$ cat src/rtl/pixel_writer.sv
// Packs a stream of 8-bit pixels into 32-bit little-endian words and writes
// them to consecutive RAM word addresses starting at a latched base address.
module pixel_writer #(
    parameter int ADDR_W = 18,
    parameter int CNT_W  = 20
) (
    input  logic              clk,
    input  logic              reset,
    input  logic              start,
    input  logic [ADDR_W-1:0] base_addr,
    input  logic [CNT_W-1:0]  num_pixels,
    input  logic              abort,
    input  logic              pix_valid,
    input  logic [7:0]        pix_data,
    output logic              pix_ready,
    output logic              wren,
    output logic [ADDR_W-1:0] wraddress,
    output logic [31:0]       data,
    output logic              busy,
    output logic              done,
    output logic [1:0]        state_dbg
);

    typedef enum logic [1:0] {
        IDLE  = 2'd0,
        FILL  = 2'd1,
        WRITE = 2'd2,
        DONE  = 2'd3
    } state_t;

    localparam logic [CNT_W-1:0]  ONE_CNT  = CNT_W'(1);
    localparam logic [ADDR_W-1:0] ONE_ADDR = ADDR_W'(1);

    state_t            state;
    logic [ADDR_W-1:0] addr;
    logic [CNT_W-1:0]  remaining;
    logic [1:0]        lane;
    logic [31:0]       pack;
    logic              accept;
    logic              word_full;
    logic [31:0]       word_next;

    // Handshake: a pixel moves on a rising edge where pix_valid and pix_ready
    // are both high; pix_ready is registered and high exactly while in FILL.
    assign accept    = pix_valid && pix_ready;
    assign word_full = (lane == 2'd3) || (remaining == ONE_CNT);
    assign state_dbg = state;

    always_comb begin
        word_next = pack;
        word_next[{lane, 3'b000} +: 8] = pix_data;
    end

    always_ff @(posedge clk) begin
        if (reset) begin
            state     <= IDLE;
            addr      <= '0;
            remaining <= '0;
            lane      <= '0;
            pack      <= '0;
            pix_ready <= 1'b0;
            wren      <= 1'b0;
            wraddress <= '0;
            data      <= '0;
            busy      <= 1'b0;
            done      <= 1'b0;
        end else begin
            case (state)
                IDLE: begin
                    if (start) begin
                        busy <= 1'b1;
                        if (num_pixels != '0) begin
                            addr      <= base_addr;
                            remaining <= num_pixels;
                            lane      <= '0;
                            pack      <= '0;
                            pix_ready <= 1'b1;
                            state     <= FILL;
                        end else begin
                            done  <= 1'b1;
                            state <= DONE;
                        end
                    end
                end
                FILL: begin
                    if (abort) begin
                        pix_ready <= 1'b0;
                        busy      <= 1'b0;
                        state     <= IDLE;
                    end else if (accept) begin
                        remaining <= remaining - ONE_CNT;
                        // Word is complete on the 4th lane or the transfer's
                        // last pixel; unfilled lanes stay zero from the clear.
                        if (word_full) begin
                            data      <= word_next;
                            wraddress <= addr;
                            wren      <= 1'b1;
                            pix_ready <= 1'b0;
                            state     <= WRITE;
                        end else begin
                            pack <= word_next;
                            lane <= lane + 2'd1;
                        end
                    end
                end
                WRITE: begin
                    wren <= 1'b0;
                    if (abort) begin
                        busy  <= 1'b0;
                        state <= IDLE;
                    end else begin
                        addr <= addr + ONE_ADDR;
                        if (remaining == '0) begin
                            done  <= 1'b1;
                            state <= DONE;
                        end else begin
                            lane      <= '0;
                            pack      <= '0;
                            pix_ready <= 1'b1;
                            state     <= FILL;
                        end
                    end
                end
                DONE: begin
                    done  <= 1'b0;
                    busy  <= 1'b0;
                    state <= IDLE;
                end
                default: begin
                    state <= IDLE;
                end
            endcase
        end
    end

endmodule

$ cat config.mk
export PLATFORM = sky130hd
export DESIGN_NAME = pixel_writer
export DESIGN_NICKNAME = d
export VERILOG_FILES = /design/src/rtl/pixel_writer.sv
export SDC_FILE = /design/constraint.sdc
export NUM_CORES = 1
export LEC_CHECK = 0
export ABC_AREA = 1
export BUFFER_PORTS_ARGS = -buffer_cell sky130_fd_sc_hd__buf_4
export CORE_ASPECT_RATIO = 0.9
export CORE_MARGIN = 8
export CORE_UTILIZATION = 35
export DETAILED_ROUTE_END_ITERATION = 8
export GPL_TIMING_DRIVEN = 0
export PLACE_DENSITY = 0.62
export SYNTH_ARGS = -nofsm -noshare
export SYNTH_HDL_FRONTEND = slang
export SYNTH_SLANG_ARGS = --single-unit
$ cat constraint.sdc
create_clock -name clk -period 1.8 [get_ports clk]
set_input_delay 0.36 -clock clk [delete_from_list [all_inputs] [get_ports clk]]
set_output_delay 0.36 -clock clk [all_outputs]
set_load 0.005 [all_outputs]
# == Word level (Yosys, flattened, before mapping) ==
# Cells that the tools add are included.
# word_totals
out_inout_bits,56
reg_bits,128
in_bits,51
# classes
mux,54
shift,2
bitwise,1
add_sub_neg,4
eq_ne,18
n_reduce_logical,20
# ops
operator,count
2-to-1 mux 32 bit,7
one-hot mux 32 bit (3 select lines),1
2-to-1 mux 20 bit,4
2-to-1 mux 18 bit,3
one-hot mux 20 bit (2 select lines),1
one-hot mux 18 bit (2 select lines),1
bitwise mux 32 bit,1
variable shift 8 x 7 -> 32 bit (first input constant),1
variable part select 8 x 7 -> 32 bit,1
2-to-1 mux 2 bit,14
equality test 20 x 1 -> 1 bit (second input constant),1
logical NOT 20 bit,1
!= test 2 bit (second input constant),10
nonzero test 20 bit,1
subtractor 20 x 1 -> 20 bit (second input constant),1
adder 18 x 1 -> 18 bit (second input constant),1
2-to-1 mux 1 bit,16
AND reduction 4 bit,3
AND reduction 5 bit,2
one-hot mux 1 bit (3 select lines),3
one-hot mux 2 bit (4 select lines),1
AND reduction 8 bit,1
negation 5 -> 7 bit,1
AND reduction 7 bit,1
16 further kinds,22

# == Longest topological paths before layout ==
# Gate-level depths: netlist of the first run.
# logic_depth
depth_word,7
ltp_mapped,14
ltp_nobuf,13

# == Worst setup path after synthesis of the first run ==
# Ideal clock, no wire load.
# synth_timing
path_type,reg-to-reg
startpoint,reg state[0] (netlist: state_dbg[0])
endpoint,reg pack[6]
t_required_ps,1684
path_buffers,2
t_arrival_ps,1800
path_stages_with_launch,13
period_less_slack_ps,1916
setup_time_ps,116
setup_slack_ps,-116
cell_sequence,dfxtp_1 > inv_1 > ha_1 > buf_2 > nand2_1 > nand2_1 > inv_2 > nand3b_1 > nor2_4 > nand2_4 > buf_4 > o21ai_0 > nor2_1
# synth_via
elab_chain_len,3
word_cells_on_any_way,13
# synth_rtl
item,line,text
from (decl),34,state_t state;
from (signal assigned),56,state <= IDLE;
from (signal assigned),78,state <= FILL;
from (signal assigned),81,state <= DONE;
equality test 2 x 1 -> 1 bit (tied with other cells),68,case (state)
!= test 2 bit (no line) or nonzero test 3 bit (tied branches),n/a,
AND reduction 8 bit (no line),n/a,
to (signal assigned),101,pack <= word_next;
to (decl),38,logic [31:0] pack;
# Parallel ways exist; a longest one is shown, timed or not.
# A chain may end at the register's enable or synchronous reset.

# == Worst setup path in the final report of the first run ==
# layout_timing
startpoint,reg state[1] (netlist: state_dbg[1])
endpoint,reg pack[7]
# The elaborated chain is that of the path after synthesis.

==> results of run 1 <==
-- flip-flops by register name, indices dropped and copies added, names as in the netlist --
register / cells
pack: 32
remaining: 20
addr: 18
wraddress: 18
busy: 1
done: 1
state_dbg: 2
pix_ready: 1
data: 32
wren: 1
lane: 2
-- layout by cell type, fill, tap and decap left out, types with 17 or more instances in the layout --
master / instances
a21oi_1: 73
nand2_1: 151
o21ai_0: 63
a21oi_2: 24
o21ai_1: 17
nor2_1: 178
buf_4: 140
dfxtp_1: 121
clkbuf_1: 17
o21ai_2: 26
a22oi_1: 17
inv_1: 65
nand3_1: 35
nand2_2: 18
clkbuf_16: 20
-- routing by layer --
layer  part of all wire  wire (µm)
met5                  0          0
met4              0.023        533
met3              0.078       1830
met2               0.45      10500
met1               0.45      10600
-- worst min-delay path by stage --
stage | from | end | slack, ps
after floorplan | pack[24] | pack[24] | 430
after global placement | pack[24] | pack[24] | 440
after detailed placement | pack[26] | pack[26] | 450
after CTS | base_addr[6] | addr[6] | 170
after global routing | base_addr[6] | addr[6] | 170
final | base_addr[9] | addr[9] | 180
-- critical path, delay by kind of cell, from the launching register on --
family / cells / cell delay [ps]
buffers and inverters: 4 / 450
AND/OR/NAND/NOR: 5 / 670
AO/OA/AOI/OAI: 1 / 120
flip-flops: 1 / 380
adder cells (fa/ha/maj): 1 / 170
-- what timing repair did --
item | CTS | global route
hold buffers | 0 | 0
gates resized for setup | 131 | 150
pin swaps | 18 | 33
buffers inserted | 36 | 7
endpoints found under the setup margin | 125 | 126
gates cloned | 6 | 3
-- cell families (layout without fill, tap and decap cells) --
family / count (synthesis) / in the layout / synth area share
buffers and inverters: 132 / 316 / 0.0851
adder cells (fa/ha/maj): 15 / 15 / 0.0281
AND/OR/NAND/NOR: 455 / 456 / 0.287
AO/OA/AOI/OAI: 243 / 243 / 0.200
XOR/XNOR: 13 / 13 / 0.0170
flip-flops: 128 / 128 / 0.383
-- stage by stage --
step / hold slack, ps / instance area, µm² / setup slack (ps) / total power, µW
2_1_floorplan: 427 / 6710 / 0.169 / 8570
3_3_place_gp: 435 / 7810 / -331 / 10200
3_5_place_dp: 447 / 7810 / -347 / 10300
4_1_cts: 170 / 9080 / -56.5 / 15500
5_1_grt: 172 / 9670 / -177 / 18100
6_report: 182 / 9670 / -97.2 / 17000
-- cell type report --
cell class | instances | area share
Multi-Input combinational cell | 727 | 0.427
Sequential cell | 128 | 0.267
Timing Repair Buffer | 156 | 0.138
Clock buffer | 19 | 0.0458
Buffer | 46 | 0.0424
Inverter | 82 | 0.0353
Tap cell | 250 | 0.0323
Clock inverter | 13 | 0.0131
-- power by group through the flow --
stage	Combinational, µW	Sequential (µW)	Clock, µW
floorplan	4620	3950	0
global placement	6140	4070	0
detailed placement	6200	4080	0
CTS	8060	4040	3400
global route	10300	4200	3580
finish	9470	4120	3390
==> qor.csv, run 1 <==
stage;metric;value;unit
run_status;status;finished, violations left;
run_status;failing checks;setup timing;
layout;fillers;1857;
clock_network;clk buf depth;2;
pwr;switching power;7510;µW
clock_network;clk_lat worst skew;430;ps
sta;worst slew pin tran;859;ps
worst_setup_path;CP cell instances;inv_4 -> ha_4 -> buf_12 -> nand4_1 -> nand2_2 -> nor2_4 -> nand2_4 -> buf_12 -> buf_8 -> o21ai_2 -> nor2_1;
yosys;Post-synth EDFFs;0;
sta;Tmin final;1900;ps
worst_setup_path;crit path capture;pack[7];
grt;Global Route met3 Usage;0.0548;
sta;Tcrit/Tclk final;1.05;
layout;Antenna diodes;0;
yosys;post-synth design cell area;6690;µm²
yosys;main area contributors after synthesis;dfxtp_1 38%, nor2_1 11%, nand2_1 9.3%;
worst_setup_path;slowest CP cell;dfxtp_4;
grt;largest net degree at the start of global routing;17;
clock_network;clock-pin slew on the worst setup and hold paths;60;ps
routing;Residual DRC;0;
clock_network;CTS tree;built;
worst_setup_path;CP Capture Type;register;
pwr;clock power share;0.200;
die;die area;23800;µm²
layout;# nets final;1224;
worst_setup_path;WP data required;2130;ps
routing;routed vias;7235;
routing;Initial DRC Count;548;
die;Core Rows;48;
worst_setup_path;startpoint type of the worst setup path;register;
worst_setup_path;Worst Reg-to-Reg Cells;11;
die;I/O pin cnt;107;
grt;Global Route met2 Usage;0.295;
layout;fin util;0.510;
yosys;Seq/Total Area, Yosys;0.383;
die;Die Ht;147;µm
layout;FF+latch area;2580;µm²
clock_network;H-tree levels;4;
run;Max-Cap Viols;0;
worst_setup_path;Max FO, Critical Path;5;
routing;drt total wl;23.5;mm
grt;first-pass GRT wire length;36.3;mm
yosys;Synth top area share;0.383;
layout;Area Growth Syn to Fin;44.6;%
sta;Setup TNS Final;-1980;ps
worst_setup_path;largest stage delay on the critical path;380;ps
sta;final worst slack;-97.2;ps
worst_setup_path;RR Endpoint;pack[7];
yosys;Synth Warn #;0;
yosys;commonest cells in the netlist;201 x nor2_1, 166 x nand2_1, 128 x dfxtp_1;
grt;antenna violations before repair;0;
yosys;library cells used by synthesis;39;
sta;Slew Viols, Final;0;
yosys;Main synth FF type;dfxtp_1;
yosys;count leader, synth;nor2_1;
yosys;cells after synthesis;986;
routing;drt pass-1 iters;5;
pwr;Power Density;1760;nW/µm²
grt;most used routing layer;met2;
worst_hold_path;Worst Hold Class;input port to register;
routing;drt wl/cell;16.5;µm
yosys;Synth area leader;dfxtp_1;
sta;headroom to the max-slew limit;0.427;
routing;Via-to-Cell Ratio;5.09;
placed_design;Port Buffer Count;106;
die;Chip Width;162;µm
worst_setup_path;Critical Path Source;state_dbg[1];
worst_setup_path;Most common cell on crit path;buf_12;
placed_design;GP Congestion;0.919;
pwr;Max VDD drop;656;µV
clock_network;# clock sinks;128;
sta;Max Freq;527;MHz
worst_setup_path;critical path data arrival time;2230;ps
sta;RSZ-0062 raised after global routing;true;
worst_setup_path;r2r startpoint;state_dbg[1];
grt;vias in the first global route;6982;
routing;Final ANT Viol Nets;0;
yosys;syn avg cell area;6.78;µm²
clock_network;Clock Tree Root;clkbuf_16;
grt;Tot GR Track Use;0.190;
die;area of the core;19000;µm²
sta;Final setup viols;40;
sta;worst-case clock skew;12.1;ps
pwr;part of the power in registers;0.242;
clock_network;CTS buffer count;17;
die;Initial Util;0.352;
pwr;switching share of power;0.442;
yosys;Synth Register Bits;128;
worst_setup_path;reg-to-reg slack, setup;-100;ps
layout;multi-input logic area;4130;µm²
pwr;combinational power share;0.558;
pwr;static leakage;0.00410;µW
worst_hold_path;hold path depth;3;
worst_setup_path;worst setup path class;register to register;
sta;Final Hold Fails;0;
yosys;Mapped Nets;1052;
placed_design;half-perimeter wire length after placement;15.9;mm
grt;GRT overflow;0;
layout;final std cells w/o fill;1421;
yosys;asr flop ratio synth;0;
pwr;Pint;9470;µW
layout;share of cells above drive strength 1;0.324;
placed_design;placed insts;1342;
grt;M1 GR Usage;0.250;
Power figures use the tool's default switching activity.
==> run 2: changes to the inputs <==
--- a/config.mk
+++ b/config.mk
@@ -5,7 +5,6 @@
 export SDC_FILE = /design/constraint.sdc
 export NUM_CORES = 1
 export LEC_CHECK = 0
-export ABC_AREA = 1
 export BUFFER_PORTS_ARGS = -buffer_cell sky130_fd_sc_hd__buf_4
 export CORE_ASPECT_RATIO = 0.9
 export CORE_MARGIN = 8
==> run 2 against run 1 <==
  * The run still ends with setup timing left
  * Clock power increased by 2%
  * Core utilization increased by 4.5 points
  * Count of clock-buffer cells in the layout unchanged
  * Final area increased by 10%
  * First-iteration DRC count increased by 30%
  * Register-to-register slack got worse by 410 ps
==> qor.csv, run 2 <==
stage;metric;value;unit;change
yosys;Synth top area share;0.373;;-0.0105
routing;Initial DRC Count;711;;+30%
worst_setup_path;WP data required;2140;ps;about the same
yosys;Main synth FF type;dfxtp_1;;
clock_network;Clock Tree Root;clkbuf_16;;
sta;Fin Hold WS;221;ps;+38.9 ps
pwr;Final Power;14300;µW;-16%
routing;Final ANT Viol Nets;0;;unchanged
pwr;combinational power share;0.493;;-0.065
run_status;failing checks;setup timing;;
routing;Residual DRC;0;;unchanged
sta;headroom to the max-slew limit;0.340;;-0.0877
yosys;count leader, synth;dfxtp_1;;
die;I/O pin cnt;107;;unchanged
placed_design;Port Buffer Count;105;;-0.94%
die;Chip Width;164;µm;+1.3%
sta;Final Hold Fails;0;;unchanged
sta;Final setup viols;95;;+140%
routing;drt total wl;27.0;mm;+15%
worst_hold_path;hold path depth;3;;unchanged
pwr;Max VDD drop;676;µV;+3.0%
worst_setup_path;critical path data arrival time;2650;ps;+420 ps
sta;worst-case clock skew;8.46;ps;-3.59 ps
pwr;Power Density;1350;nW/µm²;-23%
layout;most common cell after layout, fill and taps aside;buf_4;;
sta;final worst slack;-509;ps;-411 ps
worst_setup_path;Worst Reg-to-Reg Cells;7;;-4
layout;commonest cells after routing, fill and taps aside;153 x buf_4, 108 x dfxtp_1, 89 x a21oi_1;;
sta;Slew Viols, Final;0;;unchanged
layout;multi-input logic area;4900;µm²;+19%
worst_setup_path;Max FO, Critical Path;10;;+5
sta;Max Freq;433;MHz;-18%
grt;largest net degree at the start of global routing;17;;unchanged
die;Die Ht;149;µm;+1.2%
yosys;syn avg cell area;8.10;µm²;+19%
layout;Area Growth Syn to Fin;54.9;%;
clock_network;clk buf depth;2;;unchanged
yosys;Synth Register Bits;128;;unchanged
grt;GRT overflow;0;;unchanged
worst_setup_path;startpoint type of the worst setup path;register;;
layout;# nets final;1105;;-9.7%
yosys;post-synth design cell area;6880;µm²;+2.8%
yosys;asr flop ratio synth;0;;unchanged
run;Max-Cap Viols;0;;unchanged
clock_network;clock-pin slew on the worst setup and hold paths;60;ps;about the same
sta;Tmin final;2310;ps;+411 ps
routing;routed vias;7724;;+6.8%
yosys;Mapped Nets;915;;-13%
pwr;switching power;5650;µW;-25%
die;area of the core;19200;µm²;+1.3%
worst_hold_path;Worst Hold Class;input port to register;;
layout;Top Registers;data (32), pack (32), remaining (20);;
sta;worst slew pin tran;991;ps;+131 ps
yosys;library cells used by synthesis;60;;+54%
worst_setup_path;worst setup path class;register to register;;
pwr;static leakage;0.00408;µW;-0.36%
pwr;switching share of power;0.394;;-0.0482
worst_setup_path;CP Capture Type;register;;
die;Core Rows;48;;unchanged
placed_design;GP Congestion;0.907;;-1.3%
placed_design;pre-CTS setup slack;-781;ps;-434 ps
run_status;status;finished, violations left;;
yosys;Post-synth EDFFs;0;;unchanged
layout;share of cells above drive strength 1;0.422;;+0.0988
pwr;Pint;8680;µW;-8.4%
yosys;Seq/Total Area, Yosys;0.373;;-0.0105
clock_network;CTS tree;built;;
yosys;main area contributors after synthesis;dfxtp_1 37%, a21oi_1 8.4%, nor2b_1 4.8%;;
grt;vias in the first global route;7051;;+0.99%
routing;drt wl/cell;20.8;µm;+25%
layout;Antenna diodes;0;;unchanged
routing;drt pass-1 iters;5;;unchanged
die;die area;24400;µm²;+2.5%
sta;Tcrit/Tclk final;1.28;;+0.229
sta;RSZ-0062 raised after global routing;true;;
die;Initial Util;0.358;;+0.00536
yosys;commonest cells in the netlist;128 x dfxtp_1, 115 x a21oi_1, 59 x nand2_1;;
grt;antenna violations before repair;0;;unchanged
pwr;clock power share;0.242;;+0.042
clock_network;# clock sinks;128;;unchanged
clock_network;clk_lat worst skew;430;ps;about the same
placed_design;half-perimeter wire length after placement;17.2;mm;+8.6%
pwr;part of the power in registers;0.265;;+0.023
grt;first-pass GRT wire length;38.9;mm;+7.1%
yosys;cells after synthesis;849;;-14%
routing;Via-to-Cell Ratio;5.94;;+17%
yosys;Synth area leader;dfxtp_1;;
clock_network;H-tree levels;4;;unchanged
layout;fin util;0.554;;+0.0445
layout;FF+latch area;2610;µm²;+1.2%
clock_network;CTS buffer count;17;;unchanged
layout;fillers;1706;;-8.1%
grt;Tot GR Track Use;0.201;;+0.0113
sta;Setup TNS Final;-37930;ps;-35,960 ps
yosys;Synth Warn #;0;;unchanged
## run 2: cell count changes in the layout (fill, tap and decap cells not counted), moves of 18 or more
cell and delta:
nor2_1 -160, o31ai_1 +18, nor2b_1 +51, inv_1 -47, nand2_1 -96, o21ai_0 -46, nor3_1 +29
## run 2: cell type report
| cell class | count | share of cell area |
|---|---|---|
| multi-input cells | 625 | 0.460 |
| flip-flops and latches | 128 | 0.245 |
| repair buffers | 178 | 0.149 |
| plain buffers | 64 | 0.0525 |
| clock buffers | 19 | 0.0406 |
| well taps | 250 | 0.0294 |
| clock inverters | 12 | 0.0135 |
| inverters | 25 | 0.0105 |
## run 2: power groups by stage
stage | Clock [µW] | Sequential (µW) | Combinational (µW)
floorplan | 0 | 3600 | 3230
global placement | 0 | 3720 | 4360
detailed placement | 0 | 3720 | 4370
CTS | 3480 | 3690 | 5690
global route | 3630 | 3840 | 7470
finish | 3470 | 3800 | 7060
## run 2: final timing paths
path | start | to | slack [ps]
setup / recovery | remaining[14] | pack[3] | -510
hold / removal | base_addr[0] | addr[0] | 220
setup reg to reg | remaining[14] | pack[3] | -510
hold reg to reg | wraddress[11] | wraddress[11] | 460
## run 2: stage by stage
step / std cells / area, µm²
after global placement: 1204 / 8160
after detailed placement: 1204 / 8160
after global routing: 1301 / 10700
final: 1301 / 10700
after floorplan: 849 / 7060
after CTS: 1269 / 9420
## run 2: cells by family (layout without fill, tap and decap cells)
| group | Yosys count | after routing | share of synthesized area |
|---|---|---|---|
| adders and majority gates | 15 | 15 | 0.0273 |
| AOI/OAI and AO/OA | 275 | 276 | 0.252 |
| DFF | 128 | 128 | 0.373 |
| and+or+nand+nor | 295 | 295 | 0.230 |
| muxes | 39 | 39 | 0.0617 |
| buffers and inverters | 97 | 298 | 0.0562 |
## run 2: what timing repair did
item | 4_1_cts | 5_1_grt
cloned | 5 | 10
hold buffers | 0 | 0
hold endpoints to repair | 0 | 0
gates resized for setup | 117 | 236
pin swaps | 21 | 87
endpoints found under the setup margin | 127 | 127
buffers inserted | 34 | 27
## run 2: per-layer routing
metal	vias to the layer above	GRT usage	routed length, µm
li1	3546	-	-
met1	3752	0.265	11400
met2	370	0.320	12700
met3	56	0.0419	2240
met4	0	0.0704	605
met5	-	0	0
## run 2: worst max-delay path, stage by stage (launching register included)
cell	delay, ps
dfxtp_4	350
or4_4	560
nor3_4	210
nand4_1	260
o2111ai_4	180
buf_12	170
buf_4	230
mux2i_1	250
